$ cat src/rtl/sw_debounce.sv
// Per-switch debouncer: two-flop synchronizer, per-bit counter/FSM, edge pulses,
// and a post-reset settle timer that gates the pulses until the outputs are trustworthy.
module sw_debounce #(
  parameter int NUM_SW    = 2,
  parameter int DB_CYCLES = 1000000
) (
  input  logic              CLK,
  input  logic              CPU_RESETN,
  input  logic [NUM_SW-1:0] SW,
  output logic [NUM_SW-1:0] SW_CLEAN,
  output logic [NUM_SW-1:0] SW_RISE,
  output logic [NUM_SW-1:0] SW_FALL,
  output logic              SW_VALID
);

  localparam int CW   = $clog2(DB_CYCLES + 1);
  localparam int STW  = $clog2(DB_CYCLES + 3);
  localparam logic [CW-1:0]  CNT_LAST    = CW'(DB_CYCLES - 1);
  localparam logic [STW-1:0] SETTLE_LAST = STW'(DB_CYCLES + 1);

  typedef enum logic {
    STABLE  = 1'b0,
    PENDING = 1'b1
  } db_state_t;

  logic [NUM_SW-1:0] sync1_reg;
  logic [NUM_SW-1:0] sync2_reg;
  logic [STW-1:0]    settle_reg;
  logic              valid_reg;

  always_ff @(posedge CLK or negedge CPU_RESETN) begin
    if (!CPU_RESETN) begin
      sync1_reg <= '0;
      sync2_reg <= '0;
    end else begin
      sync1_reg <= SW;
      sync2_reg <= sync1_reg;
    end
  end

  // Valid rises DB_CYCLES+2 edges after release: long enough for a level held
  // through reset to cross the synchronizer and be fully debounced.
  always_ff @(posedge CLK or negedge CPU_RESETN) begin
    if (!CPU_RESETN) begin
      settle_reg <= '0;
      valid_reg  <= 1'b0;
    end else if (!valid_reg) begin
      if (settle_reg == SETTLE_LAST) begin
        valid_reg <= 1'b1;
      end else begin
        settle_reg <= settle_reg + STW'(1);
      end
    end
  end

  assign SW_VALID = valid_reg;

  genvar gi;
  generate
    for (gi = 0; gi < NUM_SW; gi++) begin : g_bit
      db_state_t     state_reg;
      logic [CW-1:0] cnt_reg;
      logic          clean_reg;
      logic          rise_reg;
      logic          fall_reg;

      always_ff @(posedge CLK or negedge CPU_RESETN) begin
        if (!CPU_RESETN) begin
          state_reg <= STABLE;
          cnt_reg   <= '0;
          clean_reg <= 1'b0;
          rise_reg  <= 1'b0;
          fall_reg  <= 1'b0;
        end else begin
          rise_reg <= 1'b0;
          fall_reg <= 1'b0;
          case (state_reg)
            STABLE: begin
              if (sync2_reg[gi] != clean_reg) begin
                state_reg <= PENDING;
                cnt_reg   <= CW'(1);
              end else begin
                cnt_reg <= '0;
              end
            end
            PENDING: begin
              if (sync2_reg[gi] == clean_reg) begin
                state_reg <= STABLE;
                cnt_reg   <= '0;
              end else if (cnt_reg >= CNT_LAST) begin
                // Accept; >= keeps the counter from ever running past the limit.
                state_reg <= STABLE;
                cnt_reg   <= '0;
                clean_reg <= sync2_reg[gi];
                rise_reg  <= valid_reg & sync2_reg[gi];
                fall_reg  <= valid_reg & ~sync2_reg[gi];
              end else begin
                cnt_reg <= cnt_reg + CW'(1);
              end
            end
          endcase
        end
      end

      assign SW_CLEAN[gi] = clean_reg;
      assign SW_RISE[gi]  = rise_reg;
      assign SW_FALL[gi]  = fall_reg;
    end
  endgenerate

endmodule

$ cat config.mk
export PLATFORM = sky130hd
export DESIGN_NAME = sw_debounce
export DESIGN_NICKNAME = d
export VERILOG_FILES = /design/src/rtl/sw_debounce.sv
export SDC_FILE = /design/constraint.sdc
export NUM_CORES = 1
export LEC_CHECK = 0
export BUFFER_PORTS_ARGS = -buffer_cell sky130_fd_sc_hd__clkbuf_2
export CAP_MARGIN = 25
export CORE_ASPECT_RATIO = 1.25
export CORE_MARGIN = 2
export CORE_UTILIZATION = 32
export DETAILED_ROUTE_END_ITERATION = 7
export PLACE_DENSITY = 0.44
export SETUP_SLACK_MARGIN = 0.5
export SYNTH_ARGS = -nofsm -noshare
export SYNTH_HDL_FRONTEND = slang
export SYNTH_SLANG_ARGS = --single-unit
export TNS_END_PERCENT = 20
$ cat constraint.sdc
create_clock -name CLK -period 2.26 [get_ports CLK]
set_clock_uncertainty 0.05 [all_clocks]
set_input_delay 0 -clock CLK [delete_from_list [all_inputs] [get_ports CLK]]
set_output_delay 0 -clock CLK [all_outputs]
set_load 0.03 [all_outputs]
==> results.ini, run 1 <==
[outcome]
outcome=finished clean

[timing]
rsz0062_at_grt=yes
fmax_ghz=0.520
finalHoldViolCount=0
finalSetupViolCount=0
tightestPinTransition_ns=0.753
setup_tns_ns=0
final-max-slew-violation-count=0
min_period_ns=1.92
fin_crit_sh_pct=85.1
relSlewSlack_pct=49.7

[global_routing]
grt_overflow=0
grt_use_total_pct=14.2
grt_pass1_wl_um=13600
antenna_found_initial=0
grt_max_degree=47
grt_pass1_vias=2707

[clock_tree]
clock_path_buffers=2
cts_inserted_buffers=9
clkLatencyLatePin_ns=0.33
cts_tree=done
clk_pin_slew_ns=0.06
cts-root-buf=clkbuf_16
clkSinkCount=73
cts_max_level=3

[critical_path]
setup.worst_path.end_class=flip-flop
cp-start-kind=flip-flop
cp_max_fo=14
path_cells=or4_4, a311oi_4, o21ai_2, buf_6, a211oi_1
max_stage_delay_ns=0.55
slowest_stage=or4_4
worstSetupPathType=reg2reg
arrival_ns=2.09
worstPathRequired_ns=2.43

[floorplanning]
die_h_um=124
coreArea_um2=11100
start_util_pct=33.0
io_pins=11
dieArea_um2=12300
fp-row-count=43
die_w_um=99.8

[power]
p_seq_share_pct=45.8
peakVddDrop_mv=0.309
p_comb_share_pct=2.6
power_density_nw_per_um2=640
switching_power_mw=0.604
p_int_mw=2.30
p_leak_nw=1.82
p_clk_share_pct=51.6
switching_share_pct=20.8

[yosys]
ys_warn_count=0
async_reset_ff_share_pct=100
yosysSeqAreaShare_pct=49.8
synth_top_area_share_pct=49.8
synth.distinct_cells=45
syn_area_um2=3670
syn_nets=359
synth_cells=351
synthTopCellsByArea=dfrtp_1 50%, xnor2_1 6.4%, xor2_1 4.8%
synth-seq-cells=73
syn_avg_cell_area_um2=10.5
yosysTopAreaCell=dfrtp_1
synth_edf_count=0
synthFlopType=dfrtp_1

[place]
hpwlAfterDp_um=5250
place_area_um2=3930
gp_congestion=0.781
io_buffers=10

[detailed_routing]
drc_errors=0
dr.pass1.iters=4
viasPerCell=5.25
drtAntennaViolNets=0
drt-total-wl_um=8180
via_count=2771
wire_per_inst_um=15.5
first_iter_violations=106

[cells_and_area]
finalNetCount=396
drive_above_1_share_pct=25.2
largest_register_ffs=40
diodes=0
final_area_um2=4540
syn_to_final_growth_pct=23.8

[run]
drv_cap=0

[min_path]
hp-class=in2async

cell usage in the layout (no fill, tap or decap), types with 3 or more instances in the layout:
master,n
o211ai_1,3
or3_1,6
nor3_1,22
a211oi_2,4
clkbuf_16,9
nor4_1,7
inv_1,17
nor2_1,14
nand3_4,3
xor2_1,20
o21ai_0,9
clkinv_2,3
dlygate4sd3_1,3
a211oi_1,19
nand4_1,10
clkbuf_2,9
dfrtp_1,62
or4_4,4
o21a_1,3
dfrtp_2,11
xnor2_1,27
buf_4,31
nor4b_1,3
and3_1,5
or3_4,4
nand2_1,15
and4_1,6
nand3_1,18
through the flow:
step | hold slack (ns) | util [%] | std cells | power, mW | setup WS, ns
after floorplan | -0.346 | - | 351 | 1.38 | 0.352
after global placement | 0.0196 | 35.3 | 491 | 1.42 | 0.230
after detailed placement | 0.0157 | 35.3 | 491 | 1.42 | 0.183
after CTS | 0.198 | 39.0 | 515 | 2.95 | 0.270
after global routing | 0.250 | 40.8 | 528 | 3.04 | 0.281
final | 0.177 | 40.8 | 528 | 2.91 | 0.336
kinds of logic after synthesis:
group | Yosys count | share of synthesized area [%]
buf+inv | 35 | 4.30
xor+xnor | 47 | 11.2
fa+ha+maj | 4 | 1.36
mux | 2 | 0.580
simple gates | 134 | 21.5
compound gates | 56 | 11.2
flops | 73 | 49.8
worst max-delay path: cells and delay by family (launching register included):
family	cells	cell delay, ns
and+or+nand+nor	1	0.55
DFF	1	0.40
AOI/OAI and AO/OA	3	0.64
buffers and inverters	1	0.18
cell usage after synthesis (2+ instances only):
cell type  number
o21a_1          3
nand3b_1        2
nand3_4         2
and4b_1         2
xnor2_1        27
and4_1          6
a21oi_1         4
o31ai_1         2
nor4b_1         3
nand2_1        16
or4b_2          2
o211ai_1        3
nor4_1          8
a31oi_1         2
a221oi_1        3
o21ai_0         9
xor2_1         20
clkbuf_1        9
buf_4           6
nor2_1         14
or3_1          10
nand3_1        21
dfrtp_1        73
buf_2           3
and3_1          6
ha_1            4
inv_1          17
o31a_1          2
nor3_1         22
a211oi_1       23
or4_1           4
nand4_1        10
path summary, 6_finish.rpt:
check,slack (ns),start,endpoint,cells after the start
worst max-delay path,0.34,g_bit[1].cnt_reg[10]$_DFF_PN0_,g_bit[1].cnt_reg[7]$_DFF_PN0_,5
worst min-delay path,0.18,CPU_RESETN,g_bit[1].cnt_reg[9]$_DFF_PN0_,2
worst max register to register,0.34,g_bit[1].cnt_reg[10]$_DFF_PN0_,g_bit[1].cnt_reg[7]$_DFF_PN0_,5
worst min register to register,0.30,sync1_reg[0]$_DFF_PN0_,sync2_reg[0]$_DFF_PN0_,0
max in group asynchronous,1.32,CPU_RESETN,g_bit[0].cnt_reg[6]$_DFF_PN0_,3
min in group CLK,0.26,SW[0],sync1_reg[0]$_DFF_PN0_,2
power groups by stage:
| stage | registers [mW] | clock network [mW] | logic [mW] |
|---|---|---|---|
| CTS | 1.33 | 1.55 | 0.0756 |
| floorplan | 1.35 | 0 | 0.0261 |
| detailed placement | 1.35 | 0 | 0.0702 |
| global placement | 1.35 | 0 | 0.0709 |
| finish | 1.33 | 1.50 | 0.0749 |
| global route | 1.33 | 1.62 | 0.0884 |
per-layer routing:
layer | vias up | routed length [µm] | share of wire (%) | global-route usage [%]
met4 | 0 | 113 | 1.4 | 5.74
met3 | 8 | 281 | 3.4 | 4.10
met5 | - | 0 | 0 | 0
met2 | 37 | 4000 | 49 | 22.7
met1 | 1368 | 3790 | 46 | 18.2
li1 | 1358 | - | - | -
final cells by class:
class	instances	area, µm²
fillers	1088	6600
flip-flops and latches	73	1840
multi-input cells	243	1840
repair buffers	44	319
clock buffers	10	229
well taps	135	169
clock inverters	6	82.6
inverters	17	63.8
repair_timing:
action / in CTS / in global routing
endpoints found under the hold margin: 46 / 0
hold buffers: 3 / 0
pin swaps: 3 / 13
setup buffers: 5 / 13
endpoints found under the setup margin: 41 / 53
resized for setup: 7 / 27
No activity file was read; power rests on OpenSTA's default activity.
==> inputs of run 2 (changes only) <==
--- a/config.mk
+++ b/config.mk
@@ -5,13 +5,14 @@
 export SDC_FILE = /design/constraint.sdc
 export NUM_CORES = 1
 export LEC_CHECK = 0
+export ABC_AREA = 1
 export BUFFER_PORTS_ARGS = -buffer_cell sky130_fd_sc_hd__clkbuf_2
 export CAP_MARGIN = 25
 export CORE_ASPECT_RATIO = 1.25
 export CORE_MARGIN = 2
 export CORE_UTILIZATION = 32
 export DETAILED_ROUTE_END_ITERATION = 7
-export PLACE_DENSITY = 0.44
+export PLACE_DENSITY = 0.43
 export SETUP_SLACK_MARGIN = 0.5
 export SYNTH_ARGS = -nofsm -noshare
 export SYNTH_HDL_FRONTEND = slang
==> results.ini, run 2 <==
[critical_path]
setup.worst_path.end_class=flip-flop  ; unchanged
cp_max_fo=4  ; was 14
cp-start-kind=flip-flop  ; unchanged
startpoint=g_bit[0].cnt_reg[0]$_DFF_PN0_  ; was g_bit[1].cnt_reg[10]$_DFF_PN0_
worstSetupPathType=reg2reg  ; unchanged
r2r_end=g_bit[0].cnt_reg[16]$_DFF_PN0_  ; was g_bit[1].cnt_reg[7]$_DFF_PN0_
worstPathRequired_ns=2.47  ; was 2.43 ns
reg2reg_from=g_bit[0].cnt_reg[0]$_DFF_PN0_  ; was g_bit[1].cnt_reg[10]$_DFF_PN0_
rr_worst_depth=8  ; was 5
arrival_ns=1.92  ; was 2.09 ns
reg2reg_slack_ns=0.55  ; was 0.34 ns
critPathCapture=g_bit[0].cnt_reg[16]$_DFF_PN0_  ; was g_bit[1].cnt_reg[7]$_DFF_PN0_

[cells_and_area]
finalNetCount=554  ; was 396
diodes=0  ; unchanged
syn_to_final_growth_pct=14.7  ; was 23.8%
drive_above_1_share_pct=7.82  ; was 25.2%
final_area_um2=4580  ; was 4540 µm²
final_cell_mix=169 x nand2_1, 105 x nor2_1, 72 x dfrtp_1, 50 x inv_1, 33 x xor2_1  ; was 62 x dfrtp_1, 31 x buf_4, 27 x xnor2_1, 22 x nor3_1, 20 x xor2_1
largest_register_ffs=40  ; unchanged
final_common_cell=nand2_1  ; was dfrtp_1

[power]
p_leak_nw=2.05  ; was 1.82 nW
peakVddDrop_mv=0.256  ; was 0.309 mV
switching_power_mw=0.608  ; was 0.604 mW
p_comb_share_pct=3.7  ; was 2.6%
p_int_mw=2.27  ; was 2.30 mW
power_density_nw_per_um2=627  ; was 640 nW/µm²
switching_share_pct=21.2  ; was 20.8%
p_clk_share_pct=49.7  ; was 51.6%
p_seq_share_pct=46.6  ; was 45.8%

[detailed_routing]
first_iter_violations=140  ; was 106
via_count=3180  ; was 2771
drt-total-wl_um=8680  ; was 8180 µm
drtAntennaViolNets=0  ; unchanged
drc_errors=0  ; unchanged
wire_per_inst_um=12.2  ; was 15.5 µm
viasPerCell=4.45  ; was 5.25
dr.pass1.iters=5  ; was 4

[global_routing]
grt_busiest_layer=met2  ; unchanged
grt_use_total_pct=14.4  ; was 14.2%
antenna_found_initial=0  ; unchanged
grt_pass1_vias=3185  ; was 2707
grt_max_degree=74  ; was 47
use_met2_pct=24.5  ; was 22.7%
grt_overflow=0  ; unchanged
grt_pass1_wl_um=15300  ; was 13600 µm
grt.met1_usage_pct=18.2  ; about the same
grt_util_met3_pct=2.79  ; was 4.10%

[yosys]
synth_common_cells=169 x nand2_1, 105 x nor2_1, 73 x dfrtp_1  ; was 73 x dfrtp_1, 27 x xnor2_1, 23 x a211oi_1
synthTopCellsByArea=dfrtp_1 46%, nand2_1 16%, nor2_1 9.9%  ; was dfrtp_1 50%, xnor2_1 6.4%, xor2_1 4.8%
yosysTopAreaCell=dfrtp_1  ; unchanged
syn_nets=537  ; was 359
synth_cells=529  ; was 351
async_reset_ff_share_pct=100  ; unchanged
syn_area_um2=4000  ; was 3670 µm²
synth-seq-cells=73  ; unchanged
yosysSeqAreaShare_pct=45.7  ; was 49.8%
syn_avg_cell_area_um2=7.55  ; was 10.5 µm²
synth_top_area_share_pct=45.7  ; was 49.8%
yosysMostFrequentCell=nand2_1  ; was dfrtp_1
synthFlopType=dfrtp_1  ; unchanged
synth.distinct_cells=28  ; was 45
ys_warn_count=0  ; unchanged
synth_edf_count=0  ; unchanged

[floorplanning]
die_w_um=104  ; was 99.8 µm
fp-row-count=45  ; was 43
die_h_um=129  ; was 124 µm
dieArea_um2=13400  ; was 12300 µm²
io_pins=11  ; unchanged
coreArea_um2=12200  ; was 11100 µm²
start_util_pct=32.9  ; was 33.0%

[timing]
rsz0062_at_grt=yes  ; unchanged
tightestPinTransition_ns=0.408  ; was 0.753 ns
finalHoldViolCount=0  ; unchanged
relSlewSlack_pct=72.6  ; was 49.7%
finalSetupViolCount=0  ; unchanged
final-max-slew-violation-count=0  ; unchanged
fmax_ghz=0.583  ; was 0.520 GHz
min_period_ns=1.71  ; was 1.92 ns
setup_tns_ns=0  ; unchanged
fin_crit_sh_pct=75.9  ; was 85.1%

[run]
drv_cap=0  ; unchanged

[clock_tree]
cts_max_level=3  ; unchanged
clkLatencyLatePin_ns=0.33  ; about the same
clock_path_buffers=2  ; unchanged
cts_inserted_buffers=9  ; unchanged
clkSinkCount=73  ; unchanged
cts_tree=done  ; unchanged
cts-root-buf=clkbuf_16  ; unchanged
clk_pin_slew_ns=0.06  ; about the same

[place]
place_area_um2=4170  ; was 3930 µm²
io_buffers=10  ; unchanged
hpwlAfterDp_um=6040  ; was 5250 µm
gp_congestion=0.821  ; was 0.781

[outcome]
outcome=finished clean  ; unchanged

[min_path]
hp-class=in2async  ; unchanged

==> run 2: cell count changes in the layout (fill, tap and decap cells not counted), moves of 13 or more <==
cell      change
xor2_1       +13
a211oi_1     -19
buf_4        -27
inv_1        +33
nand2_1     +154
xnor2_1      -17
nor2_1       +91
nor3_1       -15
==> run 2: critical path, stage by stage, from the launching register on <==
cell	delay, ns
dfrtp_1	0.37
ha_1	0.17
nand2_1	0.07
nor2_1	0.23
nand2_1	0.17
nor2_1	0.24
nand2_1	0.11
xor2_1	0.15
nor2_1	0.09
==> run 2: cells by family (layout without fill, tap and decap cells) <==
kind of cell	Yosys count	in the layout	share of synthesized area (%)
AOI/OAI and AO/OA	15	15	2.04
xor gates and xnor gates	43	43	9.42
adders and majority gates	4	4	1.25
buffers and inverters	64	84	7.45
DFF	73	73	45.7
and+or+nand+nor	330	331	34.1
==> run 2: layout make-up <==
type | instances | area [µm²]
clock buffers | 12 | 256
clock inverters | 3 | 40.0
fillers | 1295 | 7580
inverters | 51 | 194
multi-input cells | 393 | 1910
flip-flops and latches | 73 | 1830
well taps | 164 | 205
repair buffers | 18 | 153
==> run 2: timing repair <==
action / in CTS / in global routing
cloned: 1 / 0
endpoints found under the hold margin: 75 / 0
hold buffers: 3 / 0
gates resized for setup: 0 / 7
pin swaps: 1 / 1
setup endpoints to repair: 16 / 63
setup buffers: 0 / 2
==> run 2: worst min-delay path by stage <==
stage                from                       endpoint  slack [ns]  cells after the start
3_3_place_gp        SW[0]         sync1_reg[0]$_DFF_PN0_        0.06                      1
2_1_floorplan  CPU_RESETN             SW_VALID$_DFF_PN0_       -0.35                      0
5_1_grt        CPU_RESETN  g_bit[1].cnt_reg[9]$_DFF_PN0_        0.13                      2
6_report       CPU_RESETN  g_bit[1].cnt_reg[8]$_DFF_PN0_        0.09                      2
4_1_cts             SW[0]         sync1_reg[0]$_DFF_PN0_        0.25                      2
3_5_place_dp        SW[1]         sync1_reg[1]$_DFF_PN0_        0.06                      1
==> run 2: metal layers <==
metal	wire, µm	up-vias
li1	-	1661
met1	4140	1470
met2	4200	39
met3	214	10
met4	120	0
met5	0	-
==> run 2: metrics by stage <==
stage	total power, mW	utilization (%)	hold slack, ns	std cells	setup slack (ns)
4_1_cts	2.93	37.0	0.247	711	0.498
3_3_place_gp	1.46	34.2	0.0599	692	0.516
6_report	2.87	37.7	0.0911	714	0.546
5_1_grt	3.01	37.7	0.126	714	0.375
2_1_floorplan	1.41	-	-0.346	529	0.781
3_5_place_dp	1.46	34.2	0.0598	692	0.490
==> run 2: power groups by stage <==
stage / logic, mW / clock network (mW) / registers [mW]
2_1_floorplan: 0.0529 / 0 / 1.36
3_3_place_gp: 0.0999 / 0 / 1.36
3_5_place_dp: 0.0998 / 0 / 1.36
4_1_cts: 0.104 / 1.49 / 1.34
5_1_grt: 0.124 / 1.54 / 1.34
6_report: 0.106 / 1.43 / 1.34
